## src/rtl/sprite_pkg.sv

```systemverilog
// rtl/sprite_pkg.sv - shared constants and types for the sprite blitter
package sprite_pkg;

  localparam int SPRITE_SIZE = 16;
  localparam int COLOR_W     = 4;
  localparam int FB_ADDR_W   = 19;
  localparam int COORD_W     = 10;

  localparam logic [COLOR_W-1:0] DEFAULT_TRANSPARENT = 4'h0;

  typedef enum logic [1:0] {
    IDLE,
    RUN,
    DRAIN,
    DONE
  } state_t;

endpackage

```

## src/rtl/sprite_pix_gen.sv

```systemverilog
// rtl/sprite_pix_gen.sv - raster pixel walker with scaling, clipping and address generation
module sprite_pix_gen
  import sprite_pkg::*;
#(
  parameter int                 FB_WIDTH    = 640,
  parameter int                 FB_HEIGHT   = 480,
  parameter int                 SCALE_LOG2  = 0,
  parameter logic [COLOR_W-1:0] TRANSPARENT = DEFAULT_TRANSPARENT
) (
  input  logic                 clk,
  input  logic                 reset,
  input  logic                 load,
  input  logic                 advance,
  input  logic [COORD_W-1:0]   dest_x,
  input  logic [COORD_W-1:0]   dest_y,
  input  logic [COLOR_W-1:0]   color,
  output logic [COORD_W-1:0]   rom_x,
  output logic [COORD_W-1:0]   rom_y,
  output logic                 pixel_valid,
  output logic                 last,
  output logic                 clip,
  output logic [FB_ADDR_W-1:0] addr
);

  // Footprint is at most 128 pixels wide, so 7-bit counters suffice.
  localparam int             FOOT = SPRITE_SIZE << SCALE_LOG2;
  localparam int             CW   = 7;
  localparam logic [CW-1:0]  PMAX = CW'(FOOT - 1);

  logic [CW-1:0]      px, py;
  logic [COORD_W-1:0] dx_q, dy_q;
  logic [10:0]        sx, sy;

  // Capture destination on load, then walk px/py in raster order on each advance.
  always_ff @(posedge clk) begin
    if (reset) begin
      px   <= '0;
      py   <= '0;
      dx_q <= '0;
      dy_q <= '0;
    end else if (load) begin
      px   <= '0;
      py   <= '0;
      dx_q <= dest_x;
      dy_q <= dest_y;
    end else if (advance) begin
      if (px == PMAX) begin
        px <= '0;
        py <= (py == PMAX) ? '0 : py + 1'b1;
      end else begin
        px <= px + 1'b1;
      end
    end
  end

  // Screen position at 11 bits so the clip compare never sees a wrapped sum.
  always_comb begin
    rom_x       = COORD_W'(px >> SCALE_LOG2);
    rom_y       = COORD_W'(py >> SCALE_LOG2);
    sx          = 11'(dx_q) + 11'(px);
    sy          = 11'(dy_q) + 11'(py);
    clip        = (sx >= 11'(FB_WIDTH)) || (sy >= 11'(FB_HEIGHT));
    pixel_valid = !clip && (color != TRANSPARENT);
    last        = (px == PMAX) && (py == PMAX);
    addr        = clip ? '0 : FB_ADDR_W'(sy) * FB_ADDR_W'(FB_WIDTH) + FB_ADDR_W'(sx);
  end

endmodule

```

## src/rtl/sprite_blitter.sv

```systemverilog
// rtl/sprite_blitter.sv - copies a 16x16 sprite from ROM into the framebuffer write port
module sprite_blitter
  import sprite_pkg::*;
#(
  parameter int                 FB_WIDTH    = 640,
  parameter int                 FB_HEIGHT   = 480,
  parameter int                 SCALE_LOG2  = 0,
  parameter logic [COLOR_W-1:0] TRANSPARENT = DEFAULT_TRANSPARENT
) (
  input  logic                 clk,
  input  logic                 reset,
  input  logic                 start,
  input  logic [COORD_W-1:0]   dest_x,
  input  logic [COORD_W-1:0]   dest_y,
  output logic                 busy,
  output logic                 done,
  output logic [COORD_W-1:0]   rom_x,
  output logic [COORD_W-1:0]   rom_y,
  input  logic [7:0]           rom_data,
  output logic                 fb_we,
  output logic [FB_ADDR_W-1:0] fb_addr,
  output logic [COLOR_W-1:0]   fb_data,
  input  logic                 fb_ready
);

  state_t               state, state_next;
  logic                 accept_start;
  logic                 out_free;
  logic                 consume;
  logic                 pixel_valid;
  logic                 last;
  logic                 clip;
  logic [FB_ADDR_W-1:0] pix_addr;
  logic [COLOR_W-1:0]   color;
  logic                 unused_rom_hi;

  // Upper ROM nibble carries no colour information.
  assign color         = rom_data[COLOR_W-1:0];
  assign unused_rom_hi = ^rom_data[7:COLOR_W];

  // The output slot can take a new pixel when empty or being drained this cycle.
  assign out_free     = !fb_we || fb_ready;
  assign accept_start = (state == IDLE) && start;
  assign consume      = (state == RUN) && out_free;

  sprite_pix_gen #(
    .FB_WIDTH    (FB_WIDTH),
    .FB_HEIGHT   (FB_HEIGHT),
    .SCALE_LOG2  (SCALE_LOG2),
    .TRANSPARENT (TRANSPARENT)
  ) u_pix_gen (
    .clk         (clk),
    .reset       (reset),
    .load        (accept_start),
    .advance     (consume),
    .dest_x      (dest_x),
    .dest_y      (dest_y),
    .color       (color),
    .rom_x       (rom_x),
    .rom_y       (rom_y),
    .pixel_valid (pixel_valid),
    .last        (last),
    .clip        (clip),
    .addr        (pix_addr)
  );

  // State register.
  always_ff @(posedge clk) begin
    if (reset) begin
      state <= IDLE;
    end else begin
      state <= state_next;
    end
  end

  // Next-state logic: RUN walks every pixel, DRAIN waits for the last write to leave.
  always_comb begin
    state_next = state;
    case (state)
      IDLE:    if (start) state_next = RUN;
      RUN:     if (consume && last) state_next = DRAIN;
      DRAIN:   if (out_free) state_next = DONE;
      DONE:    state_next = IDLE;
      default: state_next = IDLE;
    endcase
  end

  // Status outputs decoded from state.
  always_comb begin
    busy = 1'b0;
    done = 1'b0;
    case (state)
      RUN, DRAIN: busy = 1'b1;
      DONE:       done = 1'b1;
      default:    ;
    endcase
  end

  // Single-entry write register: loads on consume, holds until the arbiter accepts.
  always_ff @(posedge clk) begin
    if (reset) begin
      fb_we   <= 1'b0;
      fb_addr <= '0;
      fb_data <= '0;
    end else if (consume) begin
      fb_we <= pixel_valid;
      if (pixel_valid) begin
        fb_addr <= pix_addr;
        fb_data <= color;
      end
    end else if (fb_ready) begin
      fb_we <= 1'b0;
    end
  end

endmodule

```

## config.mk

```make
export PLATFORM = sky130hd
export DESIGN_NAME = sprite_blitter
export DESIGN_NICKNAME = d
export VERILOG_FILES = /design/src/rtl/sprite_pkg.sv /design/src/rtl/sprite_pix_gen.sv /design/src/rtl/sprite_blitter.sv
export SDC_FILE = /design/constraint.sdc
export NUM_CORES = 1
export LEC_CHECK = 0
export ABC_CLOCK_PERIOD_IN_PS = 12400
export CORE_ASPECT_RATIO = 0.6
export CORE_UTILIZATION = 50
export CTS_CLUSTER_DIAMETER = 40
export DETAILED_ROUTE_END_ITERATION = 10
export PLACE_DENSITY = 0.89
export SLEW_MARGIN = 20
export SYNTH_ARGS = -nofsm -noshare
export SYNTH_HDL_FRONTEND = slang
export SYNTH_SLANG_ARGS = --single-unit
```

## constraint.sdc

```tcl
create_clock -name clk -period 12.4 [get_ports clk]
set_input_delay 1.86 -clock clk [delete_from_list [all_inputs] [get_ports clk]]
set_output_delay 1.86 -clock clk [all_outputs]
set_load 0.01 [all_outputs]
```

==> results.rst <==
.. list-table::
   :header-rows: 1

   * - Metric
     - Value
   * - Outcome
     - finished clean
   * - P&R area growth vs syn
     - 27.6%
   * - Total vias in the final route
     - between 3k and 4k
   * - Cell family contributing the most delay on the critical path
     - compound AO/OA/AOI/OAI gates
   * - Final setup slack of the worst path
     - 7970 ps
   * - Pre-antenna DRT Iters
     - 5
   * - Post-detail-place hpwl
     - roughly 7.5 mm
   * - Worst reg2reg startpoint
     - u_pix_gen.py[0]
   * - Utilization after layout
     - 68.0%
   * - Initial DRC Count
     - 275
   * - Proportion of netlist area held by the largest area contributor
     - a little under a third
   * - Cell taking the most area after synthesis
     - sky130_fd_sc_hd__dfxtp_1
   * - Filler Cell Count
     - 628
   * - Type of element capturing the critical path
     - register
   * - Clock Pin Slew Worst Setup and Hold Paths
     - approximately 50 ps
   * - Share of the clock period used by the worst path after layout
     - 35.7%
   * - Depth of the worst register-to-register path
     - 18
   * - Portion of netlist area occupied by mux cells
     - 0.751%
   * - CP peak stage delay
     - 460 ps
   * - Largest cells by area after synthesis
     - sky130_fd_sc_hd__dfxtp_1, sky130_fd_sc_hd__ha_1, sky130_fd_sc_hd__a21oi_1, sky130_fd_sc_hd__nand2_1, sky130_fd_sc_hd__xnor2_1
   * - Final Hold Violating Endpoints
     - 0
   * - Total of endpoints with negative setup slack in the final report
     - 0
   * - Max frequency
     - 226 MHz
   * - Die W
     - 117 um
   * - Leftover overflow at the end of global routing
     - 0
   * - Wire length reported by the detailed router
     - a little over 10 mm
   * - Htree depth
     - 3
   * - Leakage
     - 2.03 nW
   * - Port Buffer Count
     - 67
   * - Place WS
     - slightly below 8000 ps
   * - Endpoint arrival time on the critical path
     - approximately 4700 ps
   * - Via count of the first global-routing pass
     - 3584
   * - Routed vias/inst
     - 5.69
   * - Termination of the worst setup path
     - fb_addr[17]
   * - CTS tree
     - done
   * - Combinational family with the most area after synthesis
     - simple AND/OR/NAND/NOR gates
   * - CP max-delay cell
     - sky130_fd_sc_hd__dfxtp_1
   * - Post-synthesis sequential area ratio
     - ~30%
   * - EDFF count, synth
     - 0
   * - Cell count after synthesis
     - 503
   * - Post-detailed-route DRC marker count
     - 0
   * - Clk sinks
     - 60
   * - Final estimated routing congestion in global placement
     - 0.846
   * - Netlist area before placement
     - 4000 sq um
   * - Sort of element at the start of the critical path
     - register
   * - Global-route wire length before repair
     - around 17 mm
   * - Average routed wire per standard cell
     - 15.3 um
   * - Floorplan core area
     - 7510 sq um
   * - Dominant register cell in the synthesized netlist
     - sky130_fd_sc_hd__dfxtp_1
   * - Summed area of non-filler cells in the final layout
     - 5100 sq um
   * - Worst Clk Skew
     - 4.98 ps
   * - Post-Syn Area per Cell
     - between 7 and 8 sq um
   * - Number of storage elements in the synthesis netlist
     - 60
   * - Starting density of the core
     - 53.3%
   * - Share of synthesized cell area in and, or, nand and nor gates
     - 22.2%
   * - Sequential cell area in the final layout
     - 1200 sq um
   * - Highest fanout seen on the critical path
     - 7
   * - CTS root buffer
     - sky130_fd_sc_hd__clkbuf_16
   * - Maximum number of pins on one net before global-route repair
     - 47
   * - DIE AREA
     - 8370 sq um
   * - Ranking of synthesized cells by instance count
     - sky130_fd_sc_hd__a21oi_1, sky130_fd_sc_hd__nand2_1, sky130_fd_sc_hd__dfxtp_1
   * - Synthesis warning total
     - 0
   * - Number of nets in the layout
     - 640
   * - Number of max-capacitance violations reported
     - 0
   * - Critical Path Source
     - u_pix_gen.py[0]
   * - Post-route setup TNS
     - 0 ps
   * - Fraction of final layout cells sized beyond drive strength 1
     - 5.80%
   * - Pwr Density
     - between 150 and 200 nW/um^2
   * - Setup repair after global routing missed its margin
     - no
   * - Class of the most critical setup path
     - reg2reg
   * - CTS-repair resized insts
     - 0
   * - Cts hold-fix bufs
     - 0
   * - Total Routing Usage GR
     - 25.2%
   * - Peak VDD IR
     - 0.104 mV
   * - Worst hold path type
     - reg2reg
   * - Antenna violations before repair
     - 0
   * - Antenna fix cells
     - 0
   * - Arithmetic-cell share of the synthesized area counting full adders, half adders and majority gates
     - 14.5%
   * - Complex-gate fraction of the synthesized area
     - between 20% and 30%
   * - CP bufs+invs
     - 1
   * - Post-placement cell area
     - 4730 sq um
   * - Leading cell type by number of instances after synthesis
     - sky130_fd_sc_hd__a21oi_1
   * - # Post-CTS Setup Buffers
     - 0
   * - Number of I/O pins
     - 78
   * - Area occupied by multi-input gates
     - 2640 sq um
   * - Fraction of registers with async set/reset
     - 0%
   * - Number of different library cells in the post-synthesis netlist
     - 50
   * - Die height
     - 71.3 um
   * - Share of the synthesized netlist area taken by xor and xnor gates
     - 7.01%
   * - Register-to-Register Setup Slack
     - 7970 ps
   * - Slew @ Worst Pin
     - ~910 ps
   * - Largest buffer count on any clock path
     - 2
   * - Depth of the critical timing path with buffers and inverters included
     - 18
   * - Worst path required time
     - 12660 ps
   * - Relative max-transition margin
     - 39.1%
   * - Number of max-slew violations in the final report
     - 0
   * - Total CTS buffers
     - 9
   * - Min Clock Period, post-route
     - about 4400 ps
   * - Clock latency at the later pin of the worst-skew pair
     - 340 ps
   * - Row cnt
     - 24
   * - Number of antenna-violating nets in the routed design
     - 0
   * - Terminus of the critical flop-to-flop path
     - fb_addr[17]
   * - Critical Path, Cell by Cell
     - ha_1 > inv_1 > fa_1 > nor2b_4 > o31a_1 > nand3_1 > o311a_2 > mux2i_1 > a21oi_1 > xor2_1 > ha_1 > nor2b_1 > a221o_1 > a211oi_1 > nor2b_1 > nand3_1 > or4b_1 > a21oi_1
## worst min-delay path by stage
stage	from	endpoint	slack (ps)	depth (start not counted)
after floorplan	u_pix_gen.dx_q[0]	u_pix_gen.dx_q[0]	440	2
after global placement	u_pix_gen.dy_q[0]	u_pix_gen.dy_q[0]	450	2
after detailed placement	u_pix_gen.dx_q[5]	u_pix_gen.dx_q[5]	450	2
after CTS	u_pix_gen.dx_q[5]	u_pix_gen.dx_q[5]	460	2
after global routing	u_pix_gen.dx_q[0]	u_pix_gen.dx_q[0]	480	2
final	u_pix_gen.dx_q[3]	u_pix_gen.dx_q[3]	460	2
## routing by layer
layer  routed length (um)  track usage [%]  vias up
met5                    0                0        -
met4                  155             9.40        0
met3                  711             5.10       17
met2                 4470             39.3      142
met1                 4930             34.7     1786
li1                     -                -     1886
## sequential cells by signal, indices dropped and copies added, names as in the netlist
signal          cells
u_pix_gen.dy_q     10
state               2
u_pix_gen.px        7
u_pix_gen.dx_q     10
fb_we               1
fb_data             4
fb_addr            19
u_pix_gen.py        7
## tightest hold or removal path: cells and delay by family (launching register included)
family           cells  cell delay [ps]
AND/OR/NAND/NOR      1               50
flip-flops           1              310
AO/OA/AOI/OAI        1               50
## cell families (layout without fill, tap and decap cells)
kind of cell,count (synthesis),in the layout
adders and majority gates,44,44
DFF,60,60
AOI/OAI and AO/OA,139,139
xor gates and xnor gates,32,32
buffers and inverters,45,106
muxes,3,3
other,1,6
and+or+nand+nor,179,179
## where the power goes
part | internal, W | switching, W | total [W]
combinational | 0.000142 | 0.000175 | 0.000317
sequential | 0.000229 | 0.0000270 | 0.000256
clock | 0.000218 | 0.0000889 | 0.000307
## layout by cell type, fill, tap and decap left out, types with 3 or more instances in the layout
cell and count:
sky130_fd_sc_hd__and2_1 3, sky130_fd_sc_hd__nor3_1 6, sky130_fd_sc_hd__a21o_1 4, sky130_fd_sc_hd__o22ai_1 3, sky130_fd_sc_hd__bufinv_16 3, sky130_fd_sc_hd__a21oi_1 69, sky130_fd_sc_hd__mux2i_1 3, sky130_fd_sc_hd__a211o_1 3
sky130_fd_sc_hd__fa_1 4, sky130_fd_sc_hd__o21bai_1 4, sky130_fd_sc_hd__nand4_1 6, sky130_fd_sc_hd__nor4_1 3, sky130_fd_sc_hd__nor3b_1 3, sky130_fd_sc_hd__o21a_1 4, sky130_fd_sc_hd__nand2b_1 8, sky130_fd_sc_hd__ha_1 40
sky130_fd_sc_hd__nor2_1 28, sky130_fd_sc_hd__clkbuf_8 4, sky130_fd_sc_hd__a211oi_1 11, sky130_fd_sc_hd__xnor2_1 17, sky130_fd_sc_hd__nand2_1 63, sky130_fd_sc_hd__inv_1 21, sky130_fd_sc_hd__o21ai_0 29, sky130_fd_sc_hd__conb_1 6
sky130_fd_sc_hd__xor2_1 15, sky130_fd_sc_hd__or2_2 6, sky130_fd_sc_hd__or3_1 5, sky130_fd_sc_hd__dfxtp_1 60, sky130_fd_sc_hd__clkdlybuf4s50_1 67, sky130_fd_sc_hd__nor2b_1 8, sky130_fd_sc_hd__nand3_1 24, sky130_fd_sc_hd__clkbuf_16 9
## per-stage QoR
step | std cells | power, W | hold slack, ps
floorplan | 508 | 0.000463 | 440
finish | 673 | 0.000880 | 464
detailed placement | 657 | 0.000570 | 454
global route | 673 | 0.000925 | 480
CTS | 673 | 0.000880 | 460
global placement | 657 | 0.000556 | 449
## cell type report
cell class	instances	area share, %
repair buffers	69	13.4
inverters	21	1.54
clock inverters	3	1.77
clock buffers	13	5.49
well taps	104	2.55
multi-input cells	403	51.7
flip-flops and latches	60	23.5
No activity file was read; power rests on OpenSTA's default activity.
